$ cat config.mk
export PLATFORM = sky130hd
export DESIGN_NAME = id_stage
export DESIGN_NICKNAME = d
export VERILOG_FILES = /design/src/rtl/id_stage_pkg.sv /design/src/rtl/id_stage_regfile.sv /design/src/rtl/id_stage.sv
export SDC_FILE = /design/constraint.sdc
export NUM_CORES = 2
export LEC_CHECK = 0
export ABC_CLOCK_PERIOD_IN_PS = 2750
export BUFFER_PORTS_ARGS = -buffer_cell sky130_fd_sc_hd__buf_4
export CAP_MARGIN = 20
export CORE_ASPECT_RATIO = 1.25
export CORE_MARGIN = 2
export CORE_UTILIZATION = 62
export DETAILED_ROUTE_END_ITERATION = 7
export HOLD_SLACK_MARGIN = 0.06
export PLACE_DENSITY = 0.84
export SYNTH_ARGS = -nofsm -noshare
export SYNTH_HDL_FRONTEND = slang
export SYNTH_SLANG_ARGS = --single-unit
$ cat constraint.sdc
create_clock -name CLK -period 2.75 [get_ports CLK]
set_clock_uncertainty 0.1 [all_clocks]
set_input_delay 0.55 -clock CLK [delete_from_list [all_inputs] [get_ports CLK]]
set_output_delay 0.55 -clock CLK [all_outputs]
set_load 0.005 [all_outputs]
$ cat src/rtl/id_stage_pkg.sv
// ---------------------------------------------------------------------------
// id_stage_pkg
// Shared decode constants for the instruction-decode stage: MIPS opcode
// values, register-file geometry and the immediate-extension helper.
// No ports (package). Imported by id_stage and id_stage_regfile.
// ---------------------------------------------------------------------------
package id_stage_pkg;

    localparam int DATA_W = 32;
    localparam int REG_W  = 5;
    localparam int NUM_REGS = 32;

    localparam logic [5:0] OP_R_FORM = 6'b000000;
    localparam logic [5:0] OP_J      = 6'b000010;
    localparam logic [5:0] OP_JAL    = 6'b000011;
    localparam logic [5:0] OP_BEQ    = 6'b000100;
    localparam logic [5:0] OP_BNE    = 6'b000101;
    localparam logic [5:0] OP_ADDI   = 6'b001000;
    localparam logic [5:0] OP_ADDIU  = 6'b001001;
    localparam logic [5:0] OP_ANDI   = 6'b001100;
    localparam logic [5:0] OP_ORI    = 6'b001101;
    localparam logic [5:0] OP_XORI   = 6'b001110;
    localparam logic [5:0] OP_LUI    = 6'b001111;
    localparam logic [5:0] OP_LW     = 6'b100011;
    localparam logic [5:0] OP_SW     = 6'b101011;

    // Logical immediates are zero-extended; everything else sign-extends.
    function automatic logic [DATA_W-1:0] extend_imm(input logic [5:0] opcode,
                                                     input logic [15:0] imm);
        if (opcode == OP_ANDI || opcode == OP_ORI || opcode == OP_XORI)
            return {16'h0000, imm};
        return {{16{imm[15]}}, imm};
    endfunction

    // J and JAL carry a jump target in the rs/rt fields, not register indices.
    function automatic logic is_jump(input logic [5:0] opcode);
        return (opcode == OP_J) || (opcode == OP_JAL);
    endfunction

endpackage

$ cat src/rtl/id_stage_regfile.sv
// ---------------------------------------------------------------------------
// id_stage_regfile
// 32 x 32-bit general purpose register file with two asynchronous read
// ports and one synchronous write port. Register 0 always reads zero and
// ignores writes. Synchronous active-high reset clears every register.
//
// Optional feature macro: ID_WB_BYPASS_EN
//   defined   -> a read of the register being written this cycle returns
//                the write data (write-through bypass)
//   undefined -> such a read returns the value stored before the write
//
// Ports:
//   clk, rst          clock, synchronous active-high reset
//   wen, waddr, wdata write port
//   raddr1, rdata1    read port 1 (combinational)
//   raddr2, rdata2    read port 2 (combinational)
// ---------------------------------------------------------------------------
module id_stage_regfile
    import id_stage_pkg::*;
(
    input  logic              clk,
    input  logic              rst,
    input  logic              wen,
    input  logic [REG_W-1:0]  waddr,
    input  logic [DATA_W-1:0] wdata,
    input  logic [REG_W-1:0]  raddr1,
    output logic [DATA_W-1:0] rdata1,
    input  logic [REG_W-1:0]  raddr2,
    output logic [DATA_W-1:0] rdata2
);

    logic [DATA_W-1:0] gpr [NUM_REGS];

    // Storage: reset wipes the whole array, otherwise one write per cycle
    // to any register except $0.
    always_ff @(posedge clk) begin
        if (rst) begin
            for (int i = 0; i < NUM_REGS; i++)
                gpr[i] <= '0;
        end else if (wen && waddr != '0) begin
            gpr[waddr] <= wdata;
        end
    end

    // Read ports: $0 is forced to zero; with the bypass build a same-cycle
    // write to the addressed register is forwarded straight through.
    always_comb begin
        rdata1 = (raddr1 == '0) ? '0 : gpr[raddr1];
        rdata2 = (raddr2 == '0) ? '0 : gpr[raddr2];
`ifdef ID_WB_BYPASS_EN
        if (wen && waddr != '0 && waddr == raddr1)
            rdata1 = wdata;
        if (wen && waddr != '0 && waddr == raddr2)
            rdata2 = wdata;
`else
`endif
    end

endmodule

$ cat src/rtl/id_stage.sv
// ---------------------------------------------------------------------------
// id_stage
// Instruction-decode pipeline stage. Accepts a fetched instruction over a
// valid/ready handshake, reads two GPRs, extends the immediate and presents
// a registered bundle to EX over a second valid/ready handshake. A load-use
// hazard against the most recently accepted LW holds the consumer back for
// LU_BUBBLES empty output cycles.
//
// Optional feature macro: ID_WB_BYPASS_EN (applied inside the register file)
//
// Parameter:
//   LU_BUBBLES  bubble cycles on a load-use hazard (1..3)
// Ports:
//   CLK, RST                    clock, synchronous active-high reset
//   InValid/InReady             fetch-side handshake
//   InIns, InNextPC             fetched instruction and its PC+4
//   Wen, Wreg, Wdata            writeback port into the register file
//   OutValid/OutReady           EX-side handshake
//   Ins, Rdata1, Rdata2, Ed32,  registered decoded bundle
//   nextPC
// ---------------------------------------------------------------------------
module id_stage
    import id_stage_pkg::*;
#(
    parameter int LU_BUBBLES = 1
)
(
    input  logic              CLK,
    input  logic              RST,
    input  logic              InValid,
    output logic              InReady,
    input  logic [DATA_W-1:0] InIns,
    input  logic [DATA_W-1:0] InNextPC,
    input  logic              Wen,
    input  logic [REG_W-1:0]  Wreg,
    input  logic [DATA_W-1:0] Wdata,
    output logic              OutValid,
    input  logic              OutReady,
    output logic [DATA_W-1:0] Ins,
    output logic [DATA_W-1:0] Rdata1,
    output logic [DATA_W-1:0] Rdata2,
    output logic [DATA_W-1:0] Ed32,
    output logic [DATA_W-1:0] nextPC
);

    typedef enum logic {
        RUN   = 1'b0,
        STALL = 1'b1
    } state_t;

    localparam logic [1:0] LAST_BUBBLE = 2'(LU_BUBBLES - 1);

    state_t            state;
    logic [1:0]        bubble_cnt;
    logic [REG_W-1:0]  lw_dest;

    logic [5:0]        in_opcode;
    logic [REG_W-1:0]  in_rs;
    logic [REG_W-1:0]  in_rt;
    logic              out_free;
    logic              hazard;
    logic              stall_done;
    logic              in_fire;
    logic [DATA_W-1:0] rf_rdata1;
    logic [DATA_W-1:0] rf_rdata2;

    assign in_opcode = InIns[31:26];
    assign in_rs     = InIns[25:21];
    assign in_rt     = InIns[20:16];

    id_stage_regfile regfile (
        .clk    (CLK),
        .rst    (RST),
        .wen    (Wen),
        .waddr  (Wreg),
        .wdata  (Wdata),
        .raddr1 (in_rs),
        .rdata1 (rf_rdata1),
        .raddr2 (in_rt),
        .rdata2 (rf_rdata2)
    );

    // Handshake and hazard decode. The final STALL cycle already releases
    // the consumer so that the gap seen by EX is exactly LU_BUBBLES empty
    // cycles; a hazard in RUN blocks acceptance so the instruction stays
    // pending upstream.
    always_comb begin
        out_free   = !OutValid || OutReady;
        hazard     = InValid && (lw_dest != '0) && !is_jump(in_opcode) &&
                     ((in_rs == lw_dest) || (in_rt == lw_dest));
        stall_done = (state == STALL) && (bubble_cnt == LAST_BUBBLE);
        InReady    = !RST && out_free &&
                     (((state == RUN) && !hazard) || stall_done);
        in_fire    = InValid && InReady;
    end

    // Control FSM plus load-use tracker. A stall only starts once the LW
    // bundle can leave (or already has), so every counted cycle is empty.
    always_ff @(posedge CLK) begin
        if (RST) begin
            state      <= RUN;
            bubble_cnt <= '0;
            lw_dest    <= '0;
        end else begin
            case (state)
                RUN: begin
                    if (hazard && out_free) begin
                        state      <= STALL;
                        bubble_cnt <= '0;
                    end
                end
                STALL: begin
                    if (stall_done) begin
                        state      <= RUN;
                        bubble_cnt <= '0;
                    end else begin
                        bubble_cnt <= bubble_cnt + 2'd1;
                    end
                end
                default: begin
                    state      <= RUN;
                    bubble_cnt <= '0;
                end
            endcase

            if (in_fire)
                lw_dest <= (in_opcode == OP_LW) ? in_rt : '0;
            else if (stall_done)
                lw_dest <= '0;
        end
    end

    // Output bundle: load on acceptance, drop valid when EX takes it with
    // nothing new behind it, otherwise hold everything stable.
    always_ff @(posedge CLK) begin
        if (RST) begin
            OutValid <= 1'b0;
            Ins      <= '0;
            Rdata1   <= '0;
            Rdata2   <= '0;
            Ed32     <= '0;
            nextPC   <= '0;
        end else if (in_fire) begin
            OutValid <= 1'b1;
            Ins      <= InIns;
            Rdata1   <= rf_rdata1;
            Rdata2   <= rf_rdata2;
            Ed32     <= extend_imm(in_opcode, InIns[15:0]);
            nextPC   <= InNextPC;
        end else if (OutReady) begin
            OutValid <= 1'b0;
        end
    end

endmodule
### Word-level counts from Yosys, hierarchy flattened

Memory sizes are Yosys's and may differ from the RTL's.
Cells that the tools add are included.

* bits in writable memories: 1024
* flip-flop bits (word level): 169
* memories: 1
* logic and storage cells: 75
* output and inout port bits: 162
* input port bits: 106

* reductions and logical operators: 28
* add/subtract/negate cells: 1
* multiplexer cells: 26
* bitwise operators: 1
* eq/ne operators: 9

Memory list
* regfile.gpr: words 32, width 32, rd ports 2, clocked after memory_dff 0, wr ports 32, line id_stage_regfile.sv:32 `logic [DATA_W-1:0] gpr [NUM_REGS];`

Operators with widths (count)
* 32-bit two-way mux: 5
* 32-bit OR reduction: 1
* 5-bit two-way mux: 4
* 6-bit by 4-bit equality test with 1-bit output (second input constant): 3
* 1-bit two-way mux: 13
* 6-bit by 2-bit equality test with 1-bit output (second input constant): 2
* 5-bit equality test: 2
* 1-bit logical AND: 10
* 5-bit logical NOT: 2
* 5-bit nonzero test: 2
* 6-bit equality test (second input constant): 1
* 1-bit logical OR: 6
* 1-bit logical NOT: 4
* 2-bit two-way mux: 2
* 2-bit one-hot mux with 2 select lines: 1
* 2-bit nonzero test: 2
* 2-bit by 1-bit adder with 2-bit output (second input constant): 1
* 2-bit logical NOT: 1
* 2-bit by 1-bit != test with 1-bit output (second input constant): 1
* 1-bit one-hot mux with 2 select lines: 1
* 1-bit NOT: 1

### Longest topological paths before layout

* word-level depth: 13
* gate-level depth with buffers: 10
* mapped depth without buffers: 8

### Cells and area by module

From an unflattened synthesis, not the netlist that was laid out.

* cells, all modules: 4161
* area, all modules: 60750.8 um^2

Modules (own cells, without submodules)
* id_stage_regfile: area an instance 54253.3 um^2, cells each 3502, instances 1, seq. area each 30749.5 um^2
* id_stage: area an instance 6497.5 um^2, cells each 659, instances 1, seq. area each 2762.6 um^2

### Least setup slack after synthesis

Ideal clock, no wire load.

* path type: input to register
* start point: input InIns[21]
* end point: register Rdata1[0]
* slack: 0.269 ns
* data arrival time: 2.264 ns
* path buffers: 3
* required time: 2.533 ns
* library setup time: 0.117 ns
* stages: 7
* cell sequence: buf_2 > buf_2 > buf_2 > mux4_2 > mux2i_1 > nand2_1 > a32o_1

* cells in the longest elaborated chain, start to end: 8
* elaborated cells on any way between the ends: 11
* those cells by class: eq/ne: 1; mux: 1; reduce/logical: 8; memory: 1

RTL lines
* start, declared: line id_stage.sv:32 `input logic [DATA_W-1:0] InIns,`
* parallel branches: the longest is 8 deep, another holds memory read 32 x 32 bit
* end signal, assigned: line id_stage.sv:146 `Rdata1 <= rf_rdata1;`
* end, declared: line id_stage.sv:40 `output logic [DATA_W-1:0] Rdata1,`

Parallel ways; which one is timed is not known.
A chain may end at the register's enable or synchronous reset.

### Final worst setup path

* start point: register lw_dest[3]
* end point: output InReady

* cells in the longest elaborated chain, start to end: 8
* elaborated cells on any way between the ends: 11
* those cells by class: eq/ne: 2; reduce/logical: 9

RTL lines
* start, declared: line id_stage.sv:55 `logic [REG_W-1:0] lw_dest;`
* start signal, assigned: line id_stage.sv:127 `lw_dest <= (in_opcode == OP_LW) ? in_rt : '0;`
* 5-bit nonzero test: line id_stage.sv:89 `hazard = InValid && (lw_dest != '0) && !is_jump(in_opcode) &&`
* 1-bit logical AND (2 in series): line id_stage.sv:89
* 1-bit logical AND *: line id_stage.sv:89
* 1-bit logical NOT *: line id_stage.sv:93 `(((state == RUN) && !hazard) || stall_done);`
* 1-bit logical AND *: line id_stage.sv:93
* 1-bit logical OR *: line id_stage.sv:93
* 1-bit logical AND *: line id_stage.sv:92 `InReady = !RST && out_free &&`
* end, declared: line id_stage.sv:31 `output logic InReady,`

Mark *: on every way between the ends. The rest lies on a longest branch, timed or not.

==> out/results.md <==
| Result | This run |
| --- | --- |
| Status | finished, violations left |
| Failing checks | negative setup slack |
| R2r worst-path depth | 8 |
| Residual DRC count | 0 |
| First-pass iteration count of the detailed router | 8 |
| Static leakage power | 0.0263 uW |
| I/O pin count | 268 |
| Capture endpoint of the worst hold path | OutValid |
| Post-DP HPWL | 147,000 um |
| Core area | 0.0946 mm2 |
| Number of synthesized register bits | 1,162 |
| Worst path arrival time | 2.14 ns |
| Kind of start point of the critical path | flop |
| Non-Filler Instances | 6,260 |
| Area share of the largest cell type after synthesis | 51.9% |
| Vias per cell | 7.03 |
| Total clock sinks | 1,162 |
| Number of endpoints with negative hold slack in the final report | 0 |
| Buffer type at the clock tree root | sky130_fd_sc_hd__clkbuf_16 |
| Pwr per Cell Area | 605 mW/mm2 |
| Crit. End Element | primary output |
| Routed via count | 44,000 |
| Met2 routed wirelength | 96,600 um |
| Number of slew-limit violations in the final report | 0 |
| Area of the die | 0.0980 mm2 |
| Gate count after technology mapping | 4,480 |
| Hold/Removal Path Class | in2reg |
| Global placement routability congestion | 1.05 |
| Number of inserted filler cells in the final layout | 5,863 |
| List of most frequent post-synthesis cells | sky130_fd_sc_hd__edfxtp_1 (1,024), sky130_fd_sc_hd__and2_1 (993), sky130_fd_sc_hd__mux2i_1 (404) |
| Worst slack at placement | -0.340 ns |
| Cts bufs inserted | 113 |
| Row count | 126 |
| Highest Signal Layer | met5 |
| Met3 WL | 27,200 um |
| Pin count of the biggest net entering global routing | 90 |
| Endpoint required time on the critical path | 2.10 ns |
| Worst IR Drop VDD | 0.000569 V |
| Post-route ant nets | 0 |
| Top flip-flop cell by instance count after synthesis | sky130_fd_sc_hd__edfxtp_1 |
| Number of enable-type register cells in the synthesized netlist | 1,024 |
| Hold Path Depth | 3 |
| First-pass GRT wire length | 304,000 um |
| Area of the multi-input gates | 0.0239 mm2 |
| Post-synthesis async set-or-reset flop share | 0% |
| Max_slew headroom | 28.8% |
| Maxcap violations | 0 |
| Die boundary height | 350 um |
| Worst setup slack after layout | -0.0431 ns |
| Number of nets in the finished design | 5,047 |
| Dominant cell type by area after synthesis | sky130_fd_sc_hd__edfxtp_1 |
| H-tree lvl count | 3 |
| Leading cell type by number of instances after synthesis | sky130_fd_sc_hd__edfxtp_1 |
| Worst-skew pair later-pin latency | 0.72 ns |
| TritonCTS clock tree | done |
| Register-to-register setup slack | 0.15 ns |
| Tmin final | 2.79 ns |
| Wire length per cell | 34.4 um |
| TNS Setup | -0.0431 ns |
| Wire length on met1 | 65,100 um |
| Number of antenna violations at the first check in global routing | 18 |
| Utilization after layout | 74.1% |
| Critical Path Fanout Max | 4 |
| RSZ-0062 raised after global routing | true |
| Synthesized area | 0.0592 mm2 |
| Startpoint of the tightest hold check path | OutReady |
| Total routing usage reported by global routing | 44.2% |
| Class of the most critical setup path | reg2out |
| Post-synthesis cell type count | 57 |
| FF+latch area | 0.0335 mm2 |
| Initial core utilization | 62.6% |
| Post-Syn Area per Cell | 13.2 um2 |
| Synth top area cells | sky130_fd_sc_hd__edfxtp_1 (52%), sky130_fd_sc_hd__mux4_2 (11%), sky130_fd_sc_hd__and2_1 (10%) |
| Routed Wire Length | 216,000 um |
| Seq/Total Area, Yosys | 56.6% |
| Final setup violation count | 1 |
| DRT iter0 DRCs | 7,089 |
| Number of warning messages in the yosys log | 0 |
| End of the worst register-to-register path | Rdata1[0] |
| IO buf count | 267 |
| Final Cycle Share | 102% |
| Total placed cells including tap cells | 5,985 |
| Max Root-Sink Buffers | 3 |
| Horizontal extent of the die | 280 um |
| Tightest Pin Transition | 1.04 ns |
| Sum of overflow across all layers after global routing | 0 |
| Fmax achieved | 358 MHz |
| Critical R2R Launch | lw_dest[3] |
| Via count of the first global-routing pass | 43,500 |
| Synthesis-to-layout area growth | 18.4% |
| Share of post-route cells with drive strength above 1 | 25.7% |
| Clock transition at the registers of the reported paths | 0.06 ns |
[cell type report]
cell class                      instances  area share, %
Clock buffer                          141           4.39
Timing Repair Buffer                  768           10.5
Tap cell                             1216           2.17
Multi-Input combinational cell       2889           34.1
Antenna cell                            7         0.0250
Clock inverter                         71           1.01
Inverter                                6         0.0321
Sequential cell                      1162           47.8
[worst max-delay path by stage]
| stage | from | endpoint | slack (ns) | depth (start not counted) |
|---|---|---|---|---|
| after detailed placement | InIns[24] | Rdata1[0] | -0.34 | 10 |
| after CTS | lw_dest[1] | InReady | -0.06 | 6 |
| after global placement | InIns[24] | Rdata1[8] | -0.64 | 9 |
| after global routing | lw_dest[1] | InReady | -0.12 | 8 |
| after floorplan | InIns[21] | Rdata1[0] | 0.27 | 7 |
| final | lw_dest[3] | InReady | -0.04 | 6 |
[logic make-up (layout without fill, tap and decap cells)]
kind of cell               Yosys count  in the layout  synth area share, %
other                                1             39              0.00633
AOI/OAI and AO/OA                  536            536                 6.52
DFF                               1162           1162                 56.6
xor gates and xnor gates            10             10                0.148
buffers and inverters              460            986                 3.53
and+or+nand+nor                   1597           1597                 15.2
muxes                              713            713                 18.0
adders and majority gates            1              1               0.0211
[layout by cell type (no fill, tap or decap), drive strengths merged, types with 119 or more instances in the layout]
master  instances
a21oi         119
mux4          280
buf           713
a22oi         148
clkbuf        142
nor2          140
and2          993
mux2i         404
nand2         233
edfxtp       1024
dfxtp         138
[per-layer routing]
layer / GRT usage (%) / up-vias
met2: 67.6 / 3864
met4: 42.5 / 18
met5: 0.542 / -
met3: 11.7 / 1092
li1: - / 17600
met1: 50.0 / 21400
[power by group]
| part | switching (uW) | internal (uW) |
|---|---|---|
| logic | 3130 | 2350 |
| clock network | 6870 | 9130 |
| registers | 735 | 20200 |
| total | 10700 | 31700 |
[critical path: stages (launching register included)]
cell	delay, ns
sky130_fd_sc_hd__dfxtp_2	0.34
sky130_fd_sc_hd__or4_4	0.56
sky130_fd_sc_hd__o21ai_4	0.16
sky130_fd_sc_hd__a31oi_4	0.05
sky130_fd_sc_hd__nand3_1	0.10
sky130_fd_sc_hd__and2_1	0.13
sky130_fd_sc_hd__buf_4	0.10
[metrics by stage]
| step | instance area (um2) | power [uW] | hold WS (ns) |
|---|---|---|---|
| 6_report | 70100 | 42400 | 0.0927 |
| 4_1_cts | 70100 | 42100 | 0.0904 |
| 3_5_place_dp | 65700 | 26400 | 0.348 |
| 5_1_grt | 70100 | 43200 | 0.104 |
| 3_3_place_gp | 65700 | 26200 | 0.342 |
| 2_1_floorplan | 59300 | 23600 | 0.353 |
[sequential cells by signal (all words and copies together), names as in the netlist]
| register | count |
|---|---|
| state | 1 |
| OutValid | 1 |
| nextPC | 32 |
| regfile.gpr | 1024 |
| lw_dest | 5 |
| Rdata2 | 32 |
| bubble_cnt | 2 |
| Ins | 32 |
| Rdata1 | 32 |
| Ed32 | 1 |
[timing repair]
item                                    CTS  global route
setup buffers                             2             0
endpoints found under the setup margin    1             3
pin swaps                                 3             3
endpoints found under the hold margin    54             0
resized for setup                        10             8
hold buffers                             54             0
Power figures use the tool's default switching activity.
